[config.mk]
export PLATFORM = sky130hd
export DESIGN_NAME = arbiter_wrr_qos
export DESIGN_NICKNAME = d
export VERILOG_FILES = /design/src/rtl/arbiter_wrr_qos.sv
export SDC_FILE = /design/constraint.sdc
export NUM_CORES = 1
export LEC_CHECK = 0
export CORE_MARGIN = 10
export CORE_UTILIZATION = 67
export DETAILED_ROUTE_END_ITERATION = 8
export DONT_BUFFER_PORTS = 1
export GPL_TIMING_DRIVEN = 1
export PLACE_DENSITY_LB_ADDON = 0.15
export SETUP_SLACK_MARGIN = 0.1
export SLEW_MARGIN = 30
export SYNTH_ARGS = -nofsm -noshare
export SYNTH_HDL_FRONTEND = slang
export SYNTH_SLANG_ARGS = --single-unit
[constraint.sdc]
create_clock -name clk -period 6.5 [get_ports clk]
set_clock_uncertainty 0.2 [all_clocks]
set_input_delay 0.65 -clock clk [delete_from_list [all_inputs] [get_ports clk]]
set_output_delay 0.65 -clock clk [all_outputs]
set_load 0.02 [all_outputs]
[src/rtl/arbiter_wrr_qos.sv]
// Round-robin / weighted round-robin arbiter with owner lock and registered one-hot grant.
// Optional macro ARB_LOCK_TIMEOUT_EN bounds LOCK to LOCK_MAX cycles and pulses o_lock_err on release.
module arbiter_wrr_qos #(
  parameter int unsigned NUM_CLIENTS  = 4,
  parameter int unsigned WEIGHT_WIDTH = 4,
  parameter int unsigned LOCK_MAX     = 16
) (
  input  logic                                clk,
  input  logic                                rst,
  input  logic [NUM_CLIENTS-1:0]              i_req,
  input  logic [NUM_CLIENTS-1:0]              i_lock,
  input  logic [NUM_CLIENTS-1:0]              i_mask,
  input  logic                                i_mode,
  input  logic [NUM_CLIENTS*WEIGHT_WIDTH-1:0] i_weight,
  output logic [NUM_CLIENTS-1:0]              o_gnt,
  output logic [$clog2(NUM_CLIENTS)-1:0]      o_gnt_id,
  output logic                                o_gnt_vld,
  output logic                                o_lock_err
);
  localparam int unsigned ID_W = $clog2(NUM_CLIENTS);

  typedef enum logic [1:0] {IDLE = 2'd0, GRANT = 2'd1, LOCK = 2'd2} state_t;

  state_t                  state, state_d;
  logic [ID_W-1:0]         owner_d, last_ptr, ptr_d, winner;
  logic [WEIGHT_WIDTH-1:0] credit, credit_d, win_weight;
  logic [NUM_CLIENTS-1:0]  elig, gnt_d;
  logic                    found, rotate;
  logic                    own_req, own_lock, own_mask;
  int unsigned             search_idx;

`ifdef ARB_LOCK_TIMEOUT_EN
  localparam int unsigned CNT_W = $clog2(LOCK_MAX + 1);
  logic [CNT_W-1:0] lock_cnt, cnt_d;
  logic             forced;
`endif

  assign elig     = i_req & ~i_mask;
  assign own_req  = i_req[o_gnt_id];
  assign own_lock = i_lock[o_gnt_id];
  assign own_mask = i_mask[o_gnt_id];

  // First eligible client after last_ptr, wrapping; the last probe is last_ptr itself.
  always_comb begin
    found      = 1'b0;
    winner     = '0;
    search_idx = 0;
    for (int unsigned k = 1; k <= NUM_CLIENTS; k++) begin
      search_idx = (32'(last_ptr) + k) % NUM_CLIENTS;
      if (!found && elig[search_idx]) begin
        found  = 1'b1;
        winner = ID_W'(search_idx);
      end
    end
    win_weight = i_weight[32'(winner)*WEIGHT_WIDTH +: WEIGHT_WIDTH];
  end

  // Next-state: hold, lock, spend credit, or hand the grant on.
  always_comb begin
    state_d  = state;
    owner_d  = o_gnt_id;
    ptr_d    = last_ptr;
    credit_d = credit;
    rotate   = 1'b0;
`ifdef ARB_LOCK_TIMEOUT_EN
    cnt_d    = '0;
    forced   = 1'b0;
`endif
    case (state)
      IDLE: rotate = 1'b1;
      GRANT: begin
        if (own_req && own_lock) begin
          state_d = LOCK;
        end else if (own_req && !own_mask && credit != '0) begin
          credit_d = credit - WEIGHT_WIDTH'(1);
        end else begin
          rotate = 1'b1;
        end
      end
      LOCK: begin
        if (own_req && own_lock) begin
`ifdef ARB_LOCK_TIMEOUT_EN
          if (lock_cnt == CNT_W'(LOCK_MAX - 1)) begin
            forced = 1'b1;
            rotate = 1'b1;
          end else begin
            cnt_d = lock_cnt + CNT_W'(1);
          end
`endif
        end else if (own_req) begin
          state_d = GRANT;
        end else begin
          rotate = 1'b1;
        end
      end
      default: state_d = IDLE;
    endcase
    if (rotate) begin
      state_d = found ? GRANT : IDLE;
      if (found) begin
        owner_d  = winner;
        ptr_d    = winner;
        credit_d = i_mode ? win_weight : '0;
      end
    end
  end

  // Output decode of the upcoming owner, registered below.
  always_comb begin
    gnt_d = '0;
    if (state_d != IDLE) gnt_d[owner_d] = 1'b1;
  end

  always_ff @(posedge clk or posedge rst) begin
    if (rst) begin
      state     <= IDLE;
      credit    <= '0;
      last_ptr  <= ID_W'(NUM_CLIENTS - 1);
      o_gnt     <= '0;
      o_gnt_id  <= '0;
      o_gnt_vld <= 1'b0;
    end else begin
      state     <= state_d;
      credit    <= credit_d;
      last_ptr  <= ptr_d;
      o_gnt     <= gnt_d;
      o_gnt_id  <= owner_d;
      o_gnt_vld <= |gnt_d;
    end
  end

`ifdef ARB_LOCK_TIMEOUT_EN
  always_ff @(posedge clk or posedge rst) begin
    if (rst) begin
      lock_cnt   <= '0;
      o_lock_err <= 1'b0;
    end else begin
      lock_cnt   <= cnt_d;
      o_lock_err <= forced;
    end
  end
`else
  assign o_lock_err = 1'b0;
  // LOCK_MAX only matters for the timeout build.
  logic [15:0] unused_lock_max;
  assign unused_lock_max = 16'(LOCK_MAX);
`endif

endmodule

==> results.yml, run 1 <==
clocking:
  cts_buffers: 3
  cts-root-buf: "clkbuf_4"
  clk_latency_ns: 0.28
  cts.repair.resized: 0
  htree_num_levels: 1
  clkSlewWorstSetupHoldPaths_ns: 0.09
  cts_tree: "yes"
  cts_buffer_depth: 2
  postCtsHoldBufs: 0
  cts_setup_buffers: 0
  clock_sinks: 15
sta:
  finalHoldViolCount: 0
  final-setup-viol-count: 0
  fin_setup_tns_ns: 0
  fin_crit_sh: 0.410
  period_minus_slack_ns: 2.67
  tightest_slew_ns: 0.632
  fin_ws_ns: 3.83
  fmax_ghz: 0.375
  relSlewSlack: 0.578
  slew_violations: 0
  fin_hold_ws_ns: 0.0930
  rsz0062_at_grt: "false"
logic_synthesis:
  syn_area_sq_um: 1240
  synth_cells: 122
  ys_types: 55
  seq_area_frac_synth: 0.305
  syn-num-nets: 154
  ys.flop_type: "dfrtp_1"
  synth_area_per_cell_sq_um: 10.2
  ys_async_sr_fraction: 1.00
  synth-edff-count: 0
  yosys_warnings: 0
  ys_seq_elements: 15
job:
  drv_cap: 0
critical_path:
  cp_top_family: "compound AO/OA/AOI/OAI gates"
  worst-path-max-fanout: 13
  critical-path-slowest-cell: "dfrtp_1"
  endpoint_kind: "flop"
  max_stage_delay_ns: 0.67
  crit_buf_inv: 0
  required_ns: 6.48
  startpoint_type: "flop"
  crit_chain: "mux4_2 > a211o_1 > a21o_1 > and3b_1 > o21a_1"
  path_class: "flop to flop"
  worstPathArrival_ns: 2.65
placed_design:
  io_buffers: 0
  gp_congestion: 0.858
  dp_hpwl_um: 2190
  place_ws_ns: 3.81
cells_and_area:
  insertedDiodeCount: 0
  area_growth_pct: -1.31
  regArea_sq_um: 378
  finalNetCount: 152
  multiInputGateArea_sq_um: 773
  drive_gt1_frac: 0.202
  fillerInstances: 133
  postLayoutCoreUtil: 0.701
power:
  total_leakage_power_nw: 0.537
  switchingPower_uw: 245
  power_frac_seq: 0.395
  combPwrFrac: 0.507
  power_uw: 550
  swShare: 0.446
  p_clk_frac: 0.099
  peakVddDrop_mv: 0.283
  intPower_uw: 305
  powerDensity_nw_per_um2: 449
floorplanning:
  start_util: 0.710
  rows: 15
  ios: 39
  die_h_um: 63.0
  core_area_sq_um: 1750
  die_w_um: 63.0
  die-area_sq_um: 3970
routing:
  firstDrtPassIters: 6
  initialDrtViolationCount: 21
  routed_wl_um: 2720
  vias: 905
  drc: 0
  drtAntennaViolNets: 0
  via_per_inst: 6.28
  wl_per_cell_um: 18.9
global_route:
  grt_pass1_wl_um: 4370
  antenna_found_initial: 0
  grt_pass1_vias: 901
  overflow: 0
  grt_max_degree: 16
  groute.usage.overall: 0.133
worst_hold_path:
  min_path_type: "input pin to asynchronous set/reset pin"
run_status:
  status: "finished, final reports clean"
-- power by group through the flow --
stage	Clock (mW)	Sequential (mW)	Combinational, mW
6_report	0.0543	0.217	0.279
5_1_grt	0.0603	0.225	0.309
3_3_place_gp	0	0.218	0.267
4_1_cts	0.0549	0.217	0.278
2_1_floorplan	0	0.183	0.294
3_5_place_dp	0	0.219	0.276
-- path summary, 6_finish.rpt --
check / start / end / slack, ns / cells after the start
min in group clk: last_ptr[0] / last_ptr[0] / 0.38 / 1
setup reg to reg: o_gnt_id[1] / o_gnt[2] / 3.83 / 5
hold / removal: rst / credit[1] / 0.09 / 1
max in group asynchronous: rst / last_ptr[1] / 5.64 / 1
setup / recovery: o_gnt_id[1] / o_gnt[2] / 3.83 / 5
hold reg to reg: last_ptr[0] / last_ptr[0] / 0.38 / 1
-- kinds of logic after synthesis --
| kind of cell | share of synthesized area |
|---|---|
| buf+inv | 0.0716 |
| other cells | 0.00302 |
| simple gates | 0.239 |
| xor+xnor | 0.0212 |
| flops | 0.305 |
| mux | 0.145 |
| compound gates | 0.197 |
| fa+ha+maj | 0.0182 |
-- layout by cell type, fill, tap and decap left out, types with 3 or more instances in the layout --
| master | count |
|---|---|
| a21o_2 | 4 |
| clkbuf_4 | 3 |
| dfrtp_1 | 13 |
| inv_1 | 4 |
| mux2i_1 | 9 |
| nand2_1 | 8 |
| nand2b_1 | 5 |
| nand3_1 | 3 |
| nor2_1 | 4 |
| nor2b_1 | 3 |
| nor3_1 | 4 |
| nor3b_1 | 3 |
| o22ai_1 | 5 |
-- per-stage QoR --
stage	area (sq um)	std cells
after floorplan	1240	122
after global placement	1200	140
after detailed placement	1200	140
after CTS	1220	144
after global routing	1220	144
final	1220	144
-- area by class of cell --
type,instances,area share
well taps,25,0.0256
flip-flops and latches,15,0.309
multi-input cells,96,0.632
inverters,4,0.0123
clock buffers,4,0.0215
-- synth_stat cells, types with 3 or more instances --
library cell   n  area, sq um
o22ai_1        5         31.3
nor3_1         4         20.0
nor3b_1        3         22.5
a21o_2         4         35.0
nand2_1        8         30.0
nor2_1         4         15.0
nand2b_1       5         31.3
nor2b_1        3         18.8
inv_1          4         15.0
nand3_1        3         15.0
mux2i_1        9         90.1
dfrtp_1       13          325
-- per-layer routing --
layer  vias up  GRT usage  part of all wire
li1        449          -                 -
met1       427      0.161              0.42
met2        24      0.228              0.53
met3         5     0.0358             0.039
met4         0     0.0251            0.0088
met5         -          0                 0
-- registers in the layout (all words and copies together), names as in the netlist --
| name | cells |
|---|---|
| credit | 4 |
| last_ptr | 2 |
| o_gnt_vld | 1 |
| o_gnt_id | 2 |
| o_gnt | 4 |
| state | 2 |
(Power assumes the default switching activity.)
==> run 2, diff against run 1 <==
--- a/config.mk
+++ b/config.mk
@@ -5,8 +5,9 @@
 export SDC_FILE = /design/constraint.sdc
 export NUM_CORES = 1
 export LEC_CHECK = 0
+export ABC_AREA = 1
 export CORE_MARGIN = 10
-export CORE_UTILIZATION = 67
+export CORE_UTILIZATION = 62
 export DETAILED_ROUTE_END_ITERATION = 8
 export DONT_BUFFER_PORTS = 1
 export GPL_TIMING_DRIVEN = 1
==> constraint.sdc (replaced) <==
create_clock -name clk -period 2.5 [get_ports clk]
set_clock_uncertainty 0.2 [all_clocks]
set_input_delay 0.25 -clock clk [delete_from_list [all_inputs] [get_ports clk]]
set_output_delay 0.25 -clock clk [all_outputs]
set_load 0.02 [all_outputs]
==> results.yml, run 2 <==
run_status:
  status: "finished, final reports clean"
cells_and_area:
  insertedDiodeCount: 0
  postLayoutCoreUtil: 0.706
  area_growth_pct: 4.03
  fillerInstances: 160
  largestRegisters: "credit x4, o_gnt x4"
  layout_common_cells: "nand2_1 (45), nand3_1 (26), inv_1 (20)"
  stdcell_area_sq_um: 1260
  finalNetCount: 215
  drive_gt1_frac: 0.170
  final_common_cell: "nand2_1"
sta:
  fin_hold_ws_ns: 0.0149
  relSlewSlack: 0.627
  final-setup-viol-count: 0
  slew_violations: 0
  fin_crit_sh: 0.871
  rsz0062_at_grt: "false"
  fmax_ghz: 0.459
  tightest_slew_ns: 0.559
  period_minus_slack_ns: 2.18
  finalHoldViolCount: 0
  fin_setup_tns_ns: 0
routing:
  routed_wl_um: 2820
  firstDrtPassIters: 5
  vias: 1109
  drc: 0
  initialDrtViolationCount: 80
  wl_per_cell_um: 13.6
  via_per_inst: 5.36
  drtAntennaViolNets: 0
power:
  total_leakage_power_nw: 0.668
  peakVddDrop_mv: 0.910
  powerDensity_nw_per_um2: 1760
clocking:
  cts_buffer_depth: 2
  cts_tree: "yes"
  cts-root-buf: "clkbuf_4"
  clock_sinks: 15
  clkSlewWorstSetupHoldPaths_ns: 0.10
  cts_setup_buffers: 0
  htree_num_levels: 1
  cts_buffers: 3
  clk_latency_ns: 0.28
logic_synthesis:
  syn-num-nets: 211
  synth_area_per_cell_sq_um: 6.76
  syn_area_sq_um: 1210
  ys_async_sr_fraction: 1.00
  synth_cells: 179
  yosysMostFrequentCell: "nand2_1"
  synth-edff-count: 0
  yosys_warnings: 0
  synthTopCellsByCount: "nand2_1 (45), nand3_1 (26), inv_1 (20), nor2_1 (15), o21ai_0 (14)"
  synth_area_leaders: "dfrtp_1 (27%), nand2_1 (14%), nand3_1 (11%)"
  ys_seq_elements: 15
  ys_types: 29
  ys.flop_type: "dfrtp_1"
  yosys.area.top_type: "dfrtp_1"
  seq_area_frac_synth: 0.312
  netlist.area_leader.share: 0.269
critical_path:
  required_ns: 2.52
  r2r_start: "o_gnt_id[1]"
  path_class: "flop to flop"
  worst-path-max-fanout: 10
  rrSetupSlack_ns: 0.32
  crit_path_start: "o_gnt_id[1]"
  endpoint_kind: "flop"
  startpoint_type: "flop"
  worstPathArrival_ns: 2.20
floorplanning:
  core_area_sq_um: 1780
  start_util: 0.679
  die_w_um: 64.2
  rows: 15
  die-area_sq_um: 4120
  ios: 39
  die_h_um: 64.2
global_route:
  grt_max_degree: 16
  grt_pass1_wl_um: 4750
  groute.usage.overall: 0.135
  overflow: 0
  antenna_found_initial: 0
  grt_pass1_vias: 1139
worst_hold_path:
  hp-start: "i_weight[5]"
  min_path_type: "input pin to flop"
placed_design:
  placedInstanceArea_sq_um: 1210
  gp_congestion: 0.855
  dp_hpwl_um: 2400
  io_buffers: 0
job:
  drv_cap: 0
[run 2: cell types whose count changed after synthesis, sizes merged, moves of 5 or more]
cell    delta
a21o       -6
nand2     +47
inv       +25
nor2b      -6
nand2b     -5
o22ai      -5
o21ai     +15
nor2      +13
nand3     +23
mux2i      -9
[run 2: stage by stage]
stage	total power [mW]	setup slack (ns)	instances
2_1_floorplan	1.84	0.532	179
3_3_place_gp	2.00	0.394	201
3_5_place_dp	2.07	0.301	201
4_1_cts	2.21	0.287	207
5_1_grt	2.46	0.114	207
6_report	2.21	0.322	207
[run 2: per-layer routing]
metal / up-vias / routed length, um / track usage
met1: 492 / 1110 / 0.154
li1: 573 / - / -
met4: 0 / 28 / 0.0294
met2: 40 / 1410 / 0.240
met5: - / 0 / 0
met3: 4 / 266 / 0.0453
[run 2: area by class of cell]
type | instances | area [sq um] | share of cell area
clock buffer | 4 | 26.3 | 0.0209
inverter | 29 | 119 | 0.0944
multi-input combinational | 132 | 683 | 0.543
sequential | 15 | 379 | 0.301
tap | 25 | 31.3 | 0.0249
timing repair buffer | 2 | 20.0 | 0.0159
[run 2: kinds of logic (layout without fill, tap and decap cells)]
| kind of cell | Yosys count | after routing | share of synthesized area |
|---|---|---|---|
| AOI/OAI and AO/OA | 25 | 25 | 0.119 |
| xor gates and xnor gates | 4 | 4 | 0.0290 |
| adders and majority gates | 1 | 1 | 0.0103 |
| buffers and inverters | 32 | 35 | 0.123 |
| DFF | 15 | 15 | 0.312 |
| other | 1 | 1 | 0.00310 |
| and+or+nand+nor | 101 | 101 | 0.403 |
[run 2: worst paths after layout]
path / to / depth (start not counted)
setup / recovery: credit[0] / 13
hold / removal: credit[1] / 4
setup reg to reg: credit[0] / 13
hold reg to reg: credit[1] / 2
max in group asynchronous: o_gnt_id[0] / 2
min in group asynchronous: credit[0] / 2
[run 2: what timing repair did]
action	in CTS	in global routing
setup endpoints to repair	0	5
hold buffers	2	0
gates resized for setup	0	1
hold endpoints to repair	14	0
[run 2: power breakdown]
part | total, mW | switching (mW) | internal, mW
Clock | 0.135 | 0.0734 | 0.0617
Sequential | 0.526 | 0.150 | 0.376
Combinational | 1.55 | 1.02 | 0.525
Total | 2.21 | 1.25 | 0.963
[run 2: worst max-delay path, stage by stage, from the launching register on]
cell     delay, ns
dfrtp_1       0.49
inv_1         0.19
o21ai_0       0.11
o21ai_0       0.27
nor2_2        0.07
inv_1         0.06
nand2_1       0.05
nand2_2       0.08
inv_2         0.06
nor2_8        0.17
inv_2         0.11
nor2_4        0.11
nand3_1       0.09
nand2_1       0.07
==> run 3, diff against run 2 <==
--- a/config.mk
+++ b/config.mk
@@ -7,7 +7,7 @@
 export LEC_CHECK = 0
 export ABC_AREA = 1
 export CORE_MARGIN = 10
-export CORE_UTILIZATION = 62
+export CORE_UTILIZATION = 30
 export DETAILED_ROUTE_END_ITERATION = 8
 export DONT_BUFFER_PORTS = 1
 export GPL_TIMING_DRIVEN = 1
==> results.yml, run 3 (synthesis gave the netlist of run 2 again) <==
cells_and_area:
  stdcell_area_sq_um: 1320
  largestRegisters: "credit x4, o_gnt x4"
  regArea_sq_um: 379
  fillerInstances: 420
  drive_gt1_frac: 0.175
  finalNetCount: 216
  area_growth_pct: 8.79
  insertedDiodeCount: 0
  fin_cells: 233
  layout_common_cells: "nand2_1 (45), nand3_1 (26), inv_1 (20)"
  multiInputGateArea_sq_um: 683
  final_common_cell: "nand2_1"
sta:
  slew_violations: 0
  rsz0062_at_grt: "false"
  fin_crit_sh: 0.871
  tightest_slew_ns: 0.569
  relSlewSlack: 0.620
  fin_hold_ws_ns: 0.0639
  final-setup-viol-count: 0
  period_minus_slack_ns: 2.18
  finalHoldViolCount: 0
  fmax_ghz: 0.459
  fin_setup_tns_ns: 0
floorplanning:
  core_area_sq_um: 3940
  rows: 23
  die-area_sq_um: 6970
  ios: 39
  die_w_um: 83.5
  start_util: 0.307
  die_h_um: 83.5
worst_hold_path:
  min_path_type: "input pin to flop"
  hp-start: "i_weight[5]"
  min_path_cells: 4
  hold_end: "credit[1]"
routing:
  drtAntennaViolNets: 0
  vias: 1112
  routed_wl_um: 2980
  initialDrtViolationCount: 51
  wl_per_cell_um: 12.8
  drc: 0
  via_per_inst: 4.77
  firstDrtPassIters: 4
power:
  total_leakage_power_nw: 0.681
  power_frac_seq: 0.226
  peakVddDrop_mv: 0.389
  switchingPower_mw: 1.25
  combPwrFrac: 0.691
  powerDensity_nw_per_um2: 1720
  intPower_mw: 1.02
  p_clk_frac: 0.082
  swShare: 0.550
clocking:
  htree_num_levels: 1
  clkSlewWorstSetupHoldPaths_ns: 0.06
  cts_tree: "yes"
  clk_latency_ns: 0.24
  cts_setup_buffers: 0
  cts_buffer_depth: 2
  cts_buffers: 3
  clock_sinks: 15
  cts-root-buf: "clkbuf_8"
global_route:
  grt_pass1_wl_um: 5210
  met1_usage: 0.0909
  grtUsageMet3: 0.0205
  overflow: 0
  groute.usage.overall: 0.0861
  grt_pass1_vias: 1182
  top_usage_layer: "met2"
  grt_max_degree: 16
  use_met2: 0.161
  antenna_found_initial: 0
critical_path:
  path_class: "flop to flop"
  rrSetupSlack_ns: 0.32
  r2r_start: "last_ptr[0]"
  rr_worst_depth: 12
  endpoint_kind: "flop"
  required_ns: 2.46
  worst-path-max-fanout: 9
  worstPathArrival_ns: 2.13
  r2r-end: "credit[3]"
  startpoint_type: "flop"
run_status:
  status: "finished, final reports clean"
job:
  drv_cap: 0
placed_design:
  place_inst: 227
  io_buffers: 0
  dp_hpwl_um: 2540
  placedInstanceArea_sq_um: 1250
  gp_congestion: 0.835
-- run 3: changes by cell type in the layout (fill, tap and decap cells not counted) --
cell	before	now
buf_4	0	1
clkbuf_4	3	0
clkbuf_8	0	3
-- run 3: final cells by class --
| cell class | count | share of cell area |
|---|---|---|
| clock buffer | 4 | 0.0342 |
| inverter | 29 | 0.0903 |
| multi-input combinational | 132 | 0.519 |
| sequential | 15 | 0.288 |
| tap | 50 | 0.0475 |
| timing repair buffer | 3 | 0.0209 |
-- run 3: worst max-delay path, stage by stage (launching register included) --
cell	delay (ns)
dfstp_2	0.63
inv_2	0.10
nand3_1	0.07
nand2_1	0.08
nand2_1	0.08
nand2_1	0.08
o21ai_0	0.15
nand2_1	0.08
nand2_2	0.17
inv_1	0.11
nand3_1	0.09
nand3_1	0.09
a21oi_1	0.16
-- run 3: worst max-delay path by stage --
stage / from / to / slack (ns) / cells past startpoint
3_5_place_dp: o_gnt_id[0] / credit[1] / 0.30 / 14
5_1_grt: last_ptr[0] / o_gnt[0] / 0.11 / 14
3_3_place_gp: o_gnt_id[0] / credit[1] / 0.32 / 14
4_1_cts: o_gnt_id[0] / credit[1] / 0.28 / 14
6_report: last_ptr[0] / credit[3] / 0.32 / 12
2_1_floorplan: last_ptr[0] / o_gnt[0] / 0.53 / 14
-- run 3: power by group through the flow --
stage / clock, mW / sequential [mW] / combinational [mW]
floorplan: 0 / 0.475 / 1.36
global placement: 0 / 0.515 / 1.56
detailed placement: 0 / 0.517 / 1.58
CTS: 0.194 / 0.514 / 1.59
global route: 0.209 / 0.529 / 1.83
finish: 0.186 / 0.514 / 1.57
-- run 3: per-stage QoR --
stage	total power, mW	setup WS (ns)	utilization
detailed placement	2.10	0.296	0.317
global placement	2.07	0.321	0.317
floorplan	1.84	0.532	-
finish	2.27	0.322	0.334
CTS	2.30	0.280	0.334
global route	2.56	0.110	0.334
-- run 3: timing repair --
action	CTS	global route
endpoints found under the hold margin	14	0
resized for setup	0	1
hold buffers	2	0
endpoints found under the setup margin	0	7
-- run 3: per-layer routing --
| layer | wire [um] | vias to the layer above | part of all wire |
|---|---|---|---|
| met3 | 168 | 4 | 0.056 |
| met1 | 1150 | 509 | 0.39 |
| met5 | 0 | - | 0 |
| met2 | 1640 | 28 | 0.55 |
| li1 | - | 571 | - |
| met4 | 26 | 0 | 0.0087 |
